$ cat src/rtl/prio_encoder_q.sv
// Registered priority encoder with sticky pending queue and valid/ready output.
// Optional per-index arbitration mask enabled by defining PRIO_ENC_MASK_EN.
module prio_encoder_q #(
   parameter int unsigned N     = 8,
   parameter int unsigned IDX_W = 3
) (
   input  logic             clk,
   input  logic             rst,
   input  logic [N-1:0]     req,
`ifdef PRIO_ENC_MASK_EN
   input  logic [N-1:0]     mask,
`endif
   output logic             out_valid,
   output logic [IDX_W-1:0] out_idx,
   input  logic             out_ready,
   output logic [N-1:0]     pend,
   output logic             overflow
);

   generate
      if (N < 2 || N > 64 || IDX_W != $clog2(N)) begin : g_bad_cfg
         $error("prio_encoder_q: N must be 2..64 and IDX_W must equal $clog2(N)");
      end
   endgenerate

   typedef enum logic {
      IDLE,
      GRANT
   } state_t;

   state_t           state_q;
   state_t           state_d;
   logic             valid_d;
   logic [IDX_W-1:0] idx_d;
   logic [N-1:0]     clr;
   logic [N-1:0]     elig;
   logic [IDX_W-1:0] win;
   logic             ack;

   assign ack = out_valid & out_ready;

   always_comb begin
      clr = '0;
      for (int unsigned i = 0; i < N; i++) begin
         clr[i] = ack && (out_idx == IDX_W'(i));
      end
   end

`ifdef PRIO_ENC_MASK_EN
   assign elig = pend & ~clr & ~mask;
`else
   assign elig = pend & ~clr;
`endif

   // Ascending scan: the last hit is the highest set index.
   always_comb begin
      win = '0;
      for (int unsigned i = 0; i < N; i++) begin
         if (elig[i]) begin
            win = IDX_W'(i);
         end
      end
   end

   always_comb begin
      state_d = state_q;
      valid_d = out_valid;
      idx_d   = out_idx;
      unique case (state_q)
         IDLE: begin
            valid_d = 1'b0;
            if (elig != '0) begin
               state_d = GRANT;
               valid_d = 1'b1;
               idx_d   = win;
            end
         end
         GRANT: begin
            if (ack) begin
               if (elig != '0) begin
                  idx_d = win;
               end else begin
                  state_d = IDLE;
                  valid_d = 1'b0;
               end
            end
         end
         default: begin
            state_d = IDLE;
            valid_d = 1'b0;
         end
      endcase
   end

   always_ff @(posedge clk) begin
      if (rst) begin
         state_q   <= IDLE;
         out_valid <= 1'b0;
         out_idx   <= '0;
         pend      <= '0;
         overflow  <= 1'b0;
      end else begin
         state_q   <= state_d;
         out_valid <= valid_d;
         out_idx   <= idx_d;
         // Set wins over the acknowledge clear.
         pend      <= (pend & ~clr) | req;
         overflow  <= |(req & pend & ~clr);
      end
   end

endmodule
$ cat config.mk
export PLATFORM = sky130hd
export DESIGN_NAME = prio_encoder_q
export DESIGN_NICKNAME = d
export VERILOG_FILES = /design/src/rtl/prio_encoder_q.sv
export SDC_FILE = /design/constraint.sdc
export NUM_CORES = 1
export LEC_CHECK = 0
export ABC_CLOCK_PERIOD_IN_PS = 4700
export BUFFER_PORTS_ARGS = -buffer_cell sky130_fd_sc_hd__buf_4
export CORE_MARGIN = 3
export CORE_UTILIZATION = 45
export DETAILED_ROUTE_END_ITERATION = 16
export GPL_TIMING_DRIVEN = 0
export PLACE_DENSITY = 0.74
export SKIP_CTS_REPAIR_TIMING = 1
export SLEW_MARGIN = 20
export SYNTH_ARGS = -nofsm -noshare
export SYNTH_HDL_FRONTEND = slang
export SYNTH_SLANG_ARGS = --single-unit
$ cat constraint.sdc
create_clock -name clk -period 4.7 [get_ports clk]
set_input_delay 0.94 -clock clk [delete_from_list [all_inputs] [get_ports clk]]
set_output_delay 0.94 -clock clk [all_outputs]
set_load 0.01 [all_outputs]
# Yosys cells after proc, flatten, opt, wreduce, memory -nomap -nowiden
# Index checks and enable logic that the tools add are counted.
# classes
eq_ne	9
n_mux	16
bitwise_logic	7
n_reduce_logical	12
# ops
op	n
8-bit bitwise AND	3
3-bit two-way mux	8
3-bit equality test (second input constant)	4
1-bit logical AND	8
8-bit NOT	1
8-bit bitwise OR	1
8-bit nonzero test	1
8-bit OR reduction	1
3-bit by 2-bit equality test with 1-bit output (second input constant)	2
3-bit case mux with 2 select lines	1
1-bit two-way mux	5
1-bit case mux with 2 select lines	2
3-bit by 1-bit equality test with 1-bit output (second input constant)	1
3-bit zero test	1
2-bit by 1-bit inequality test with 1-bit output (second input constant)	1
2-bit inequality test (second input constant)	1
2-bit AND reduction	1
1-bit bitwise AND	1
1-bit NOT	1
# word_totals
ff_bits	14
in_bits	11
output_inout_bits	13
wordCells	49

# Logic depth before layout (Yosys ltp)
# logic_depth
ltp_word	14
mapped_depth	5
depth_no_buf	5

# Least setup slack after synthesis
# No wires, ideal clock.
# synth_path
path_kind	input-to-reg
start	input out_ready
end	register out_idx[0]
setup_time_ns	0.086
arrival_time_ns	2.291
t_required_ns	4.614
setup_slack_ns	2.322
stages	5
path_buffers	0
path_cell_list	nand3b_1 -> o21a_1 -> or4_4 -> o211a_1 -> a221oi_2
# synth_between
elab_chain_len	14
word_cells_on_any_way	23
cone_classes	eq/ne (1); mux (10); bitwise (3); reduce/logical (9)
# synth_rtl
item	line	rtl
start, declared	15	input logic out_ready,
1-bit bitwise AND (*)	40	assign ack = out_valid & out_ready;
1-bit logical AND	45	clr[i] = ack && (out_idx == IDX_W'(i));
8-bit NOT	52	assign elig = pend & ~clr;
8-bit bitwise AND	52	
1-bit two-way mux	59	if (elig[i]) begin
3-bit two-way mux (6 in series)	59	
3-bit two-way mux	72, 80	
3-bit two-way mux	79	if (ack) begin
3-bit case mux with 2 select lines	69	unique case (state_q)
end signal, assigned	105	out_idx <= idx_d;
end, declared	14	output logic [IDX_W-1:0] out_idx,
# Mark *: on every way between the ends. The rest lies on a longest branch, timed or not. The select of a mux whose other input is x is not followed.
# A chain may end at the register's enable or synchronous reset.

# Worst setup path in the final report
# Same ends and word-level chain as after synthesis.

==> results by group <==
Status
  • Status: finished, final reports clean

Clocking
  • CTS Buf Count: 3
  • Worst-Skew Late Latency: about 270 ps
  • CTS HTree Levels: 1
  • Worst-path clk slew: about 80 ps
  • CTS tree: built
  • Root cell of the clock tree: clkbuf_4
  • Clk buf depth: 2
  • CTS Sinks: 14

Logic synthesis
  • Syn_nets: 86
  • Register bit total from synthesis: 14
  • Syn avg cell area: between 8 and 9 um^2
  • Post-Syn Area: 656 um^2
  • Synth cell types: 25
  • Ys Warns: 0
  • Post-synthesis sequential area ratio: between 40% and 50%
  • Cells after Synth: 75

Power and ir drop
  • Power Dens Cells: roughly 330 nW/um^2
  • Total Power: 0.000292 W
  • VDD IR max: 239 uV
  • Pleak: 0.382 nW

Final layout
  • Filler cells: about 120
  • Layout area overhead: 34.7%
  • Commonest non-fill, non-tap cell in the layout: buf_4
  • Layout Nets: between 100 and 150
  • Commonest non-fill, non-tap cells in the layout: 23 x buf_4, 17 x nor2_1, 14 x dfxtp_1
  • Fraction of layout cells with a size suffix above 1: 30.4%
  • Finished Layout Cells: 117
  • Core Util, Final: 66.2%
  • # diodes: 0

STA
  • Worst Max-Slew Pin Slew: 438 ps
  • Final setup fails: 0
  • Slew Viols, Final: 0
  • Endpoints failing hold: 0
  • FMAX: 427 MHz
  • Final Cycle Share: between 40 and 50%
  • Hold_ws: 491 ps
  • Layout Skew: 0.661 ps
  • Unrepaired setup endpoints after global routing: false
  • Final min period: around 2300 ps
  • Final setup TNS: 0 ps
  • Slew headroom: 70.8%

Floorplanning
  • Io pins: 24
  • Die width: 44.2 um
  • Die extent in y: 44.2 um
  • Die ar.: 1950 um^2
  • Core footprint: between 1000 and 1500 um^2
  • Num rows: 13
  • Starting density of the core: 49.2%

Global routing
  • Vias in the first global route: 663
  • First-pass GRT wire length: 2700 um
  • Tot GR Track Use: a little under a fifth
  • Maximum number of pins on one net before global-route repair: 11
  • Grt ovf: 0
  • Antenna violations before repair: 0

Drt
  • Number of remaining DRC errors: 0
  • TritonRoute pass-1 iters: 4
  • DRT Wirelength: 1550 um
  • Post-DR wirelength/cell: 13.3 um
  • Via density: 5.68
  • Via count: 664
  • DRT iter0 DRCs: 19
  • Antenna-violating nets left: 0

Critical path
  • Crit path max fanout: 7
  • Worst Setup End Kind: register
  • WP data required: 4900 ps
  • Crit path DAT: 2540 ps
  • Worst setup SP type: input pin
  • Critical path class: in -> reg

Placed design
  • Placed insts: around 110
  • GPL Wtd Cong: 0.806
  • HPWL Detailed: 1230 um
  • Port buffer count: 23

Hold path
  • Worst hold path type: reg -> reg

Run
  • Number of max-cap violations: 0
==> final timing paths <==
kind / start / endpoint / slack (ps) / depth (start not counted)
worst max-delay path: out_ready / out_idx[0] / 2360 / 6
worst min register to register: out_idx[1] / out_idx[1] / 490 / 2
worst max register to register: out_valid / out_idx[0] / 2700 / 5
worst min-delay path: out_idx[1] / out_idx[1] / 490 / 2
==> cell type report <==
| type | count | area, um^2 | share of cell area (%) |
|---|---|---|---|
| multi-input combinational | 57 | 360 | 40.8 |
| sequential | 14 | 280 | 31.7 |
| timing repair buffer | 23 | 173 | 19.5 |
| clock buffer | 4 | 36.3 | 4.11 |
| tap | 15 | 18.8 | 2.12 |
| inverter | 3 | 11.3 | 1.27 |
| buffer | 1 | 3.75 | 0.425 |
==> routing by layer <==
| layer | up-vias | GRT usage, % | routed length [um] |
|---|---|---|---|
| li1 | 329 | - | - |
| met1 | 314 | 21.1 | 658 |
| met2 | 15 | 32.3 | 784 |
| met3 | 6 | 4.47 | 74 |
| met4 | 0 | 8.43 | 34 |
| met5 | - | 0 | 0 |
==> synthesized netlist by cell type <==
master | instances | share of area (%)
o31ai_1 | 2 | 2.3
nand2_1 | 4 | 2.3
nand3b_1 | 1 | 1.1
a41oi_1 | 1 | 1.3
a22oi_1 | 4 | 4.6
a211oi_1 | 2 | 2.3
a21oi_1 | 1 | 0.76
clkbuf_1 | 1 | 0.57
nor2_1 | 17 | 9.7
o31a_1 | 2 | 2.7
a221oi_1 | 1 | 1.3
nand3_1 | 1 | 0.76
o211a_1 | 1 | 1.5
or4_4 | 2 | 3.4
o21ai_0 | 2 | 1.5
o21a_1 | 6 | 6.9
dfxtp_1 | 14 | 43
o21ai_2 | 1 | 1.3
mux2i_1 | 1 | 1.5
inv_1 | 3 | 1.7
a32o_1 | 1 | 1.5
or3_1 | 1 | 0.95
nand2b_1 | 3 | 2.9
a221oi_2 | 1 | 2.3
nor2b_1 | 2 | 1.9
==> cells by family (layout without fill, tap and decap cells) <==
group	after synthesis	after routing	synth area share, %
buffers and inverters	4	31	2.29
flip-flops	14	14	42.7
AO/OA/AOI/OAI	25	25	30.3
multiplexers	1	1	1.53
AND/OR/NAND/NOR	31	31	23.1
==> critical path, cell delays in order <==
cell and delay (ps):
buf_4 90, nand3_1 220, o21a_1 290, or4_4 520
o211a_1 260, a221oi_2 210
==> through the flow <==
stage,cell area (um^2),worst slack [ps]
finish,883,2360
global route,883,2270
CTS,883,2350
detailed placement,847,2060
global placement,847,2090
floorplan,656,2320
==> state kept, by name, indices dropped and copies added (netlist names) <==
signal	count
state_q	1
overflow	1
pend	8
out_idx	3
out_valid	1
==> report_power, final <==
group	total, W	switching (W)	internal (W)
Sequential	0.000139	0.0000100	0.000129
Combinational	0.0000687	0.0000332	0.0000354
Clock	0.0000847	0.0000376	0.0000471
Note: power is estimated with default switching activity, not from simulation.
